===== config.mk =====
export PLATFORM = sky130hd
export DESIGN_NAME = pulpemu_rst_gen
export DESIGN_NICKNAME = d
export VERILOG_FILES = /design/src/rtl/pulpemu_rst_pkg.sv /design/src/rtl/pulpemu_sync.sv /design/src/rtl/pulpemu_rst_gen.sv
export SDC_FILE = /design/constraint.sdc
export NUM_CORES = 1
export LEC_CHECK = 0
export BUFFER_PORTS_ARGS = -buffer_cell sky130_fd_sc_hd__buf_2
export CAP_MARGIN = 20
export CORE_MARGIN = 2
export CORE_UTILIZATION = 35
export DETAILED_ROUTE_END_ITERATION = 10
export PLACE_DENSITY_LB_ADDON = 0.12
export SYNTH_ARGS = -nofsm -noshare
export SYNTH_HDL_FRONTEND = slang
export SYNTH_SLANG_ARGS = --single-unit

===== constraint.sdc =====
create_clock -name clk_i -period 5.5 [get_ports clk_i]
set_input_delay 0 -clock clk_i [delete_from_list [all_inputs] [get_ports clk_i]]
set_output_delay 0 -clock clk_i [all_outputs]
set_load 0.01 [all_outputs]

===== src/rtl/pulpemu_rst_pkg.sv =====
// Shared types and constants for the FPGA-emulation reset generator.
package pulpemu_rst_pkg;

  typedef enum logic [1:0] {
    HOLD    = 2'd0,
    STRETCH = 2'd1,
    RUN     = 2'd2
  } rst_state_e;

  localparam logic [1:0] ST_HOLD    = 2'd0;
  localparam logic [1:0] ST_STRETCH = 2'd1;
  localparam logic [1:0] ST_RUN     = 2'd2;

  localparam int unsigned MIN_SYNC_STAGES     = 2;
  localparam int unsigned MIN_DEBOUNCE_CYCLES = 2;
  localparam int unsigned MIN_STRETCH_CYCLES  = 2;

endpackage


===== src/rtl/pulpemu_sync.sv =====
// Multi-flop synchronizer for one asynchronous input, with a selectable reset level.
module pulpemu_sync #(
  parameter int unsigned STAGES    = 2,
  parameter logic        RESET_VAL = 1'b0
) (
  input  logic clk_i,
  input  logic rst_ni,
  input  logic d_i,
  output logic q_o
);

  logic [STAGES-1:0] sync_q;

  always_ff @(posedge clk_i) begin
    if (!rst_ni) begin
      sync_q <= {STAGES{RESET_VAL}};
    end else begin
      sync_q <= {sync_q[STAGES-2:0], d_i};
    end
  end

  assign q_o = sync_q[STAGES-1];

endmodule


===== src/rtl/pulpemu_rst_gen.sv =====
// Reset generator for the PULP emulation top: synchronizes and debounces the button,
// waits for clock lock and stretches the chip reset release; also re-times JTAG TRST.
module pulpemu_rst_gen
  import pulpemu_rst_pkg::*;
#(
  parameter int unsigned SYNC_STAGES     = 2,
  parameter int unsigned DEBOUNCE_CYCLES = 100000,
  parameter int unsigned STRETCH_CYCLES  = 256
) (
  input  logic       clk_i,
  input  logic       rst_ni,
  input  logic       btn_reset_i,
  input  logic       jtag_trst_ni,
  input  logic       clk_locked_i,
  output logic       rst_no,
  output logic       jtag_trst_no,
  output logic [1:0] state_o
);

  localparam int unsigned DB_W = $clog2(DEBOUNCE_CYCLES);
  localparam int unsigned ST_W = $clog2(STRETCH_CYCLES);
  localparam logic [DB_W-1:0] DB_LAST = DB_W'(DEBOUNCE_CYCLES - 1);
  localparam logic [ST_W-1:0] ST_LAST = ST_W'(STRETCH_CYCLES - 1);

  if (SYNC_STAGES < MIN_SYNC_STAGES) begin : g_bad_sync
    $error("SYNC_STAGES below minimum");
  end
  if (DEBOUNCE_CYCLES < MIN_DEBOUNCE_CYCLES) begin : g_bad_db
    $error("DEBOUNCE_CYCLES below minimum");
  end
  if (STRETCH_CYCLES < MIN_STRETCH_CYCLES) begin : g_bad_st
    $error("STRETCH_CYCLES below minimum");
  end

  logic btn_s, trst_s, locked_s;

  pulpemu_sync #(.STAGES(SYNC_STAGES), .RESET_VAL(1'b1)) u_sync_btn (
    .clk_i (clk_i), .rst_ni(rst_ni), .d_i(btn_reset_i), .q_o(btn_s)
  );
  pulpemu_sync #(.STAGES(SYNC_STAGES), .RESET_VAL(1'b0)) u_sync_trst (
    .clk_i (clk_i), .rst_ni(rst_ni), .d_i(jtag_trst_ni), .q_o(trst_s)
  );
  pulpemu_sync #(.STAGES(SYNC_STAGES), .RESET_VAL(1'b0)) u_sync_lock (
    .clk_i (clk_i), .rst_ni(rst_ni), .d_i(clk_locked_i), .q_o(locked_s)
  );

  logic            btn_db_q, btn_db_d;
  logic [DB_W-1:0] db_cnt_q, db_cnt_d;
  logic [1:0]      state_q, state_d;
  logic [ST_W-1:0] st_cnt_q, st_cnt_d;
  logic            rst_q, trst_q;
  logic            abort;

  always_comb begin
    btn_db_d = btn_db_q;
    db_cnt_d = '0;
    if (btn_s != btn_db_q) begin
      if (db_cnt_q == DB_LAST) begin
        btn_db_d = btn_s;
      end else begin
        db_cnt_d = db_cnt_q + DB_W'(1);
      end
    end
  end

  // A press aborts on the very edge it is accepted; a release is seen one edge later.
  assign abort = btn_db_d | ~locked_s;

  always_comb begin
    state_d  = state_q;
    st_cnt_d = st_cnt_q;
    case (state_q)
      ST_HOLD: begin
        if (!abort && !btn_db_q) begin
          state_d  = ST_STRETCH;
          st_cnt_d = '0;
        end
      end
      ST_STRETCH: begin
        st_cnt_d = st_cnt_q + ST_W'(1);
        if (abort) begin
          state_d = ST_HOLD;
        end else if (st_cnt_q == ST_LAST) begin
          state_d = ST_RUN;
        end
      end
      ST_RUN: begin
        if (abort) begin
          state_d = ST_HOLD;
        end
      end
      default: state_d = ST_HOLD;
    endcase
  end

  always_ff @(posedge clk_i) begin
    if (!rst_ni) begin
      btn_db_q <= 1'b1;
      db_cnt_q <= '0;
      state_q  <= ST_HOLD;
      st_cnt_q <= '0;
      rst_q    <= 1'b0;
      trst_q   <= 1'b0;
    end else begin
      btn_db_q <= btn_db_d;
      db_cnt_q <= db_cnt_d;
      state_q  <= state_d;
      st_cnt_q <= st_cnt_d;
      rst_q    <= (state_d == ST_RUN);
      trst_q   <= trst_s & locked_s;
    end
  end

  assign rst_no       = rst_q;
  assign jtag_trst_no = trst_q;
  assign state_o      = state_q;

endmodule


Yosys cells after proc, flatten, opt, wreduce, memory -nomap -nowiden --
Index checks and enable logic that the tools add are counted.
Storage, ports and cells: register bits 36, input bits 5, word-level logic and storage cells 39, output and inout port bits 4
Cells by class: bitwise gates (word level) 5, muxes and demuxes 9, equality and inequality tests 7, $add $sub $neg 2, reduce and logical (&&, ||, !) cells 7
Operators with widths (count):
- adder 17 x 1 -> 17 bit, second input constant | 1
- equality test 17 bit, second input constant | 1
- case mux 8 bit (2 select lines) | 1
- adder 8 x 1 -> 8 bit, second input constant | 1
- equality test 8 bit, second input constant | 1
- 2-to-1 mux 2 bit | 4
- 2-to-1 mux 8 bit | 1
- case mux 2 bit (3 select lines) | 1
- equality test 2 bit, second input constant | 2
- NOT 1 bit | 3
- OR reduction 3 bit | 1
- equality test 2 x 1 -> 1 bit, second input constant | 1
- logical NOT 1 bit | 2
- logical NOT 2 bit | 1
- 2-to-1 mux 1 bit | 2
- != test 2 bit, second input constant | 1
- AND reduction 2 bit | 1
- nonzero test 2 bit | 1
- AND 1 bit | 1
- logical AND 1 bit | 1
- != test 1 bit | 1
- OR 1 bit | 1

Logic depth before layout (Yosys ltp) --
word-level depth 9, mapped depth 7, mapped depth without buffers 5

Cells and area by module --
From an unflattened synthesis, not the netlist that was laid out.
Second synthesis, totals: cell total of the unflattened synthesis 169, area total of the unflattened synthesis 1565.3 µm²
Modules (own cells, without submodules):
- pulpemu_rst_gen | area each 1407.6 µm², cells each 157, instances 1
- pulpemu_sync | area each 52.6 µm², cells each 4, instances 3

Least setup slack after synthesis --
No wires, ideal clock.
kind reg2reg, start register db_cnt_q[8], end register state_q[0], in the netlist state_o[0], cell stages (with the launch flop) 5, data arrival time 1.797 ns, setup slack 3.607 ns, path buffers 0, setup time 0.096 ns, clock period less this slack 1.893 ns, path through dfxtp_1 > or4b_4 > nor4_4 > mux2i_1 > nor4b_1
On the way: longest elaborated chain between the ends 8, elaborated cells on any way between the ends 10
Ends and longest elaborated chain:
- start: declaration | line pulpemu_rst_gen.sv:48 | logic [DB_W-1:0] db_cnt_q, db_cnt_d;
- start signal: assignment | line pulpemu_rst_gen.sv:106 | db_cnt_q <= db_cnt_d;
- equality test 17 bit * | line pulpemu_rst_gen.sv:58 | if (db_cnt_q == DB_LAST) begin
- 2-to-1 mux 1 bit * | line pulpemu_rst_gen.sv:58
- 2-to-1 mux 1 bit * | line pulpemu_rst_gen.sv:57 | if (btn_s != btn_db_q) begin
- OR 1 bit * | line pulpemu_rst_gen.sv:67 | assign abort = btn_db_d | ~locked_s;
- logical NOT 1 bit | line pulpemu_rst_gen.sv:74 | if (!abort && !btn_db_q) begin
- logical AND 1 bit | line pulpemu_rst_gen.sv:74
- 2-to-1 mux 2 bit | line pulpemu_rst_gen.sv:74
- case mux 2 bit (3 select lines) * | line pulpemu_rst_gen.sv:72 | case (state_q)
- end signal: assignment | line pulpemu_rst_gen.sv:107 | state_q <= state_d;
- end: declaration | line pulpemu_rst_gen.sv:49 | logic [1:0] state_q, state_d;
Mark *: on every way between the ends. The rest lies on a longest branch, timed or not. A chain may end at the register's enable or synchronous reset.

Worst setup path in the final report --
start register db_cnt_q[0], end register db_cnt_q[6]
On the way: longest elaborated chain between the ends 2, elaborated cells on any way between the ends 3
Ends and longest elaborated chain:
- branches (longest 2 deep; another with adder 17 x 1 -> 17 bit)
Parallel ways; which one is timed is not known.

==> summary.txt <==
Power and ir drop
  • Maximum VDD drop: between 0.1 and 0.15 mV
  • P_int: roughly 0.40 mW
  • Leak: approximately 0.58 nW
  • Comb pwr share: 0.018
  • Clock power frac: 0.460
  • PwrDens: ~280 nW/um^2
  • Net Sw Frac: 0.204
  • Sequential power share: 0.522
  • Net switching power: about 0.10 mW

Place
  • GP Congestion: 0.724
  • Port bufs: 8
  • Detailed placement HPWL: approximately 2000 um

Global route
  • Vias in the first global route: 1244
  • GRT overflow: 0
  • First-pass GRT wire length: around 5400 um
  • Pin count of the biggest net entering global routing: 18
  • GRT Resource Usage Total: 0.137
  • Initial antenna violation count: 0

Timing
  • Min Tclk post-route: about 2.2 ns
  • Final Hold Viols: 0
  • Max Clk Rate: 0.449 GHz
  • RSZ-0062 raised after global routing: false
  • Min Hold Slack: slightly above 0.4 ns
  • Skew final: between 0.005 and 0.006 ns
  • Final period util: 0.405
  • Tightest Pin Transition: around 0.73 ns
  • Slew headroom: 0.512
  • Endpoints failing setup: 0
  • TNS Setup: 0 ns
  • Fin. max-slew vios: 0

Clock tree
  • Clock Path Buffers: 2
  • Htree depth: 2
  • Num Clock Sinks: 36
  • Post-CTS Setup Inserts: 0
  • Clock Latency Late Sink: between 0.2 and 0.3 ns
  • Clock-pin slew on the worst setup and hold paths: 0.08 ns
  • Clock Root Buffer: clkbuf_8
  • CTS tree: built
  • CTS buffer count: 5

Synthesis
  • Sequential-to-total area share from yosys stat: 0.463
  • Xor and xnor area share after synthesis: 0.0787
  • Mux cell area share after synthesis: 0.00643
  • Post-synth EDFFs: 0
  • Post-Syn Area per Cell: between 9 and 10 sq um
  • Yosys cell types: 36
  • YS warnings: 0
  • Compound-Gate Fraction of Synth Area: 0.100
  • Synthesized-area fraction occupied by adder cells: 0.0161
  • Fraction of registers with async set/reset: 0
  • Ys flop type: dfxtp_1
  • Cell Area, Synth: 1560 sq um
  • Synth top area share: 0.463
  • Largest cells by area after synthesis: dfxtp_1, xnor2_1, nor2_1
  • Synthesized net count: roughly 180
  • Simple-gate area share of the yosys netlist: 0.302
  • Largest family of logic cells by synthesized area: simple AND/OR/NAND/NOR gates
  • Synth Instances: between 150 and 200
  • Seq cells post-synth: 36
  • Largest area contributor in the netlist: dfxtp_1

Die
  • Die width: between 70 and 80 um
  • Placeable core area: between 4000 and 5000 sq um
  • Row cnt: 24
  • # IOs: 9
  • Die height: about 71 um
  • Initial core utilization: 0.360
  • Die area: 5000 sq um

Layout
  • Most common cell after layout, fill and taps aside: dfxtp_1
  • Commonest cells after routing, fill and taps aside: dfxtp_1, nor2_1, nand3_1, xnor2_1, nand2_1
  • Layout area overhead: 14.9%
  • Layout cells sized above 1: 0.108
  • Nets: roughly 190
  • N_diodes: 0

Routing
  • Routed wire length: 2970 um
  • Post-DRT Antenna Nets: 0
  • Initial DRT Pass Iterations: 4
  • Via count: 1232
  • Wirelength per Cell: about 12 um
  • # DRC: 0
  • DRT iter0 DRCs: 28
  • Vias/cell: a little over 5

Worst setup path
  • CP max stage delay: between 0.5 and 0.6 ns
  • Worst-path fanout max: 17
  • R2R setup slack: between 3 and 4 ns
  • Kind of critical path: flop to flop
  • Reg2reg end: db_cnt_q[6]
  • Worst-path cell chain: ha_1 > nand4_1 > nor4_4 > or3_1 > nor2_1
  • R2r startpoint: db_cnt_q[0]
  • Critical path launch point type: flop
  • CP Buf/Inv Count: 0
  • CP required: 5.66 ns
  • Worst setup EP type: flop
  • Worst-case reg-to-reg path depth: 5
  • Critical path's top delay family: simple AND/OR/NAND/NOR gates
  • CP Data Arrival Time: between 2 and 2.5 ns
  • CP max-delay cell: or3_1

Worst hold path
  • Hold_sp: u_sync_btn.sync_q[0]
  • Hold path cells: 1
  • Min-Delay Path Class: flop to flop
  • Hold Path Sink: u_sync_btn.sync_q[1]

Flow run
  • MaxCap Viol Count: 0

Run status
  • Outcome: completed
==> metal layers <==
layer,up-vias,share of wire,track usage
li1,645,-,-
met1,558,0.49,0.171
met2,24,0.45,0.214
met3,5,0.043,0.0427
met4,0,0.020,0.0713
met5,-,0,0
==> timing repair <==
item,4_1_cts,5_1_grt
hold buffers,5,0
resized for setup,0,0
endpoints found under the hold margin,5,0
endpoints found under the setup margin,0,0
==> metrics by stage <==
step,power (mW),instance area [sq um],setup WS [ns],util,cells
global placement,0.276,1630,3.32,0.377,225
global route,0.526,1790,2.99,0.414,238
floorplan,0.275,1560,3.61,-,169
detailed placement,0.277,1630,3.20,0.377,225
finish,0.505,1790,3.27,0.414,238
CTS,0.516,1790,3.20,0.414,238
==> sequential cells by signal, indices dropped and copies added, names as in the netlist, 2 cells and up <==
signal              flops
db_cnt_q               17
st_cnt_q                8
state_o                 2
u_sync_btn.sync_q       2
u_sync_lock.sync_q      2
u_sync_trst.sync_q      2
==> synthesized netlist by cell type (all sizes together) (2+ instances only) <==
| cell | count |
|---|---|
| nand3 | 12 |
| xnor2 | 12 |
| inv | 5 |
| and3 | 4 |
| buf | 2 |
| a31oi | 4 |
| a21oi | 7 |
| a311oi | 2 |
| o21ai | 6 |
| dfxtp | 36 |
| xor2 | 2 |
| nand2 | 9 |
| ha | 2 |
| nor4b | 2 |
| clkbuf | 2 |
| nor2 | 20 |
| nand2b | 6 |
| o211ai | 4 |
| nor4 | 5 |
| nand4 | 3 |
| and4 | 3 |
| and2 | 4 |
| or3 | 5 |
| nor3 | 3 |
==> worst register-to-register path, cell delays in order (launching register included) <==
cell and delay, ns:
dfxtp_1 0.37, ha_1 0.22, nand4_1 0.32, nor4_4 0.53, or3_1 0.54, nor2_1 0.11
==> how the worst max path moves through the flow <==
stage          cells past startpoint  slack, ns   startpoint            to
2_1_floorplan                      4       3.61  db_cnt_q[8]    state_o[0]
5_1_grt                            5       2.99  db_cnt_q[0]   db_cnt_q[4]
4_1_cts                            5       3.20  db_cnt_q[0]   db_cnt_q[6]
3_3_place_gp                       5       3.32  db_cnt_q[0]  db_cnt_q[11]
6_report                           5       3.27  db_cnt_q[0]   db_cnt_q[6]
3_5_place_dp                       5       3.20  db_cnt_q[0]   db_cnt_q[6]
==> layout make-up <==
cell class	instances	area, sq um
timing repair buffer	13	90.1
sequential	36	721
tap	52	65.1
fill	451	2530
clock buffer	5	68.8
clock inverter	3	42.5
inverter	5	18.8
multi-input combinational	124	785
==> logic make-up after synthesis <==
| family | Yosys count |
|---|---|
| XOR/XNOR | 14 |
| adder cells (fa/ha/maj) | 2 |
| AO/OA/AOI/OAI | 25 |
| flip-flops | 36 |
| buffers and inverters | 9 |
| AND/OR/NAND/NOR | 82 |
| multiplexers | 1 |
==> power by group through the flow <==
stage          combinational [mW]  clock (mW)  sequential, mW
6_report                  0.00912       0.232           0.264
3_3_place_gp              0.00648           0           0.270
5_1_grt                    0.0104       0.251           0.264
4_1_cts                   0.00941       0.243           0.264
2_1_floorplan             0.00505           0           0.270
3_5_place_dp              0.00675           0           0.270
(Power assumes the default switching activity.)
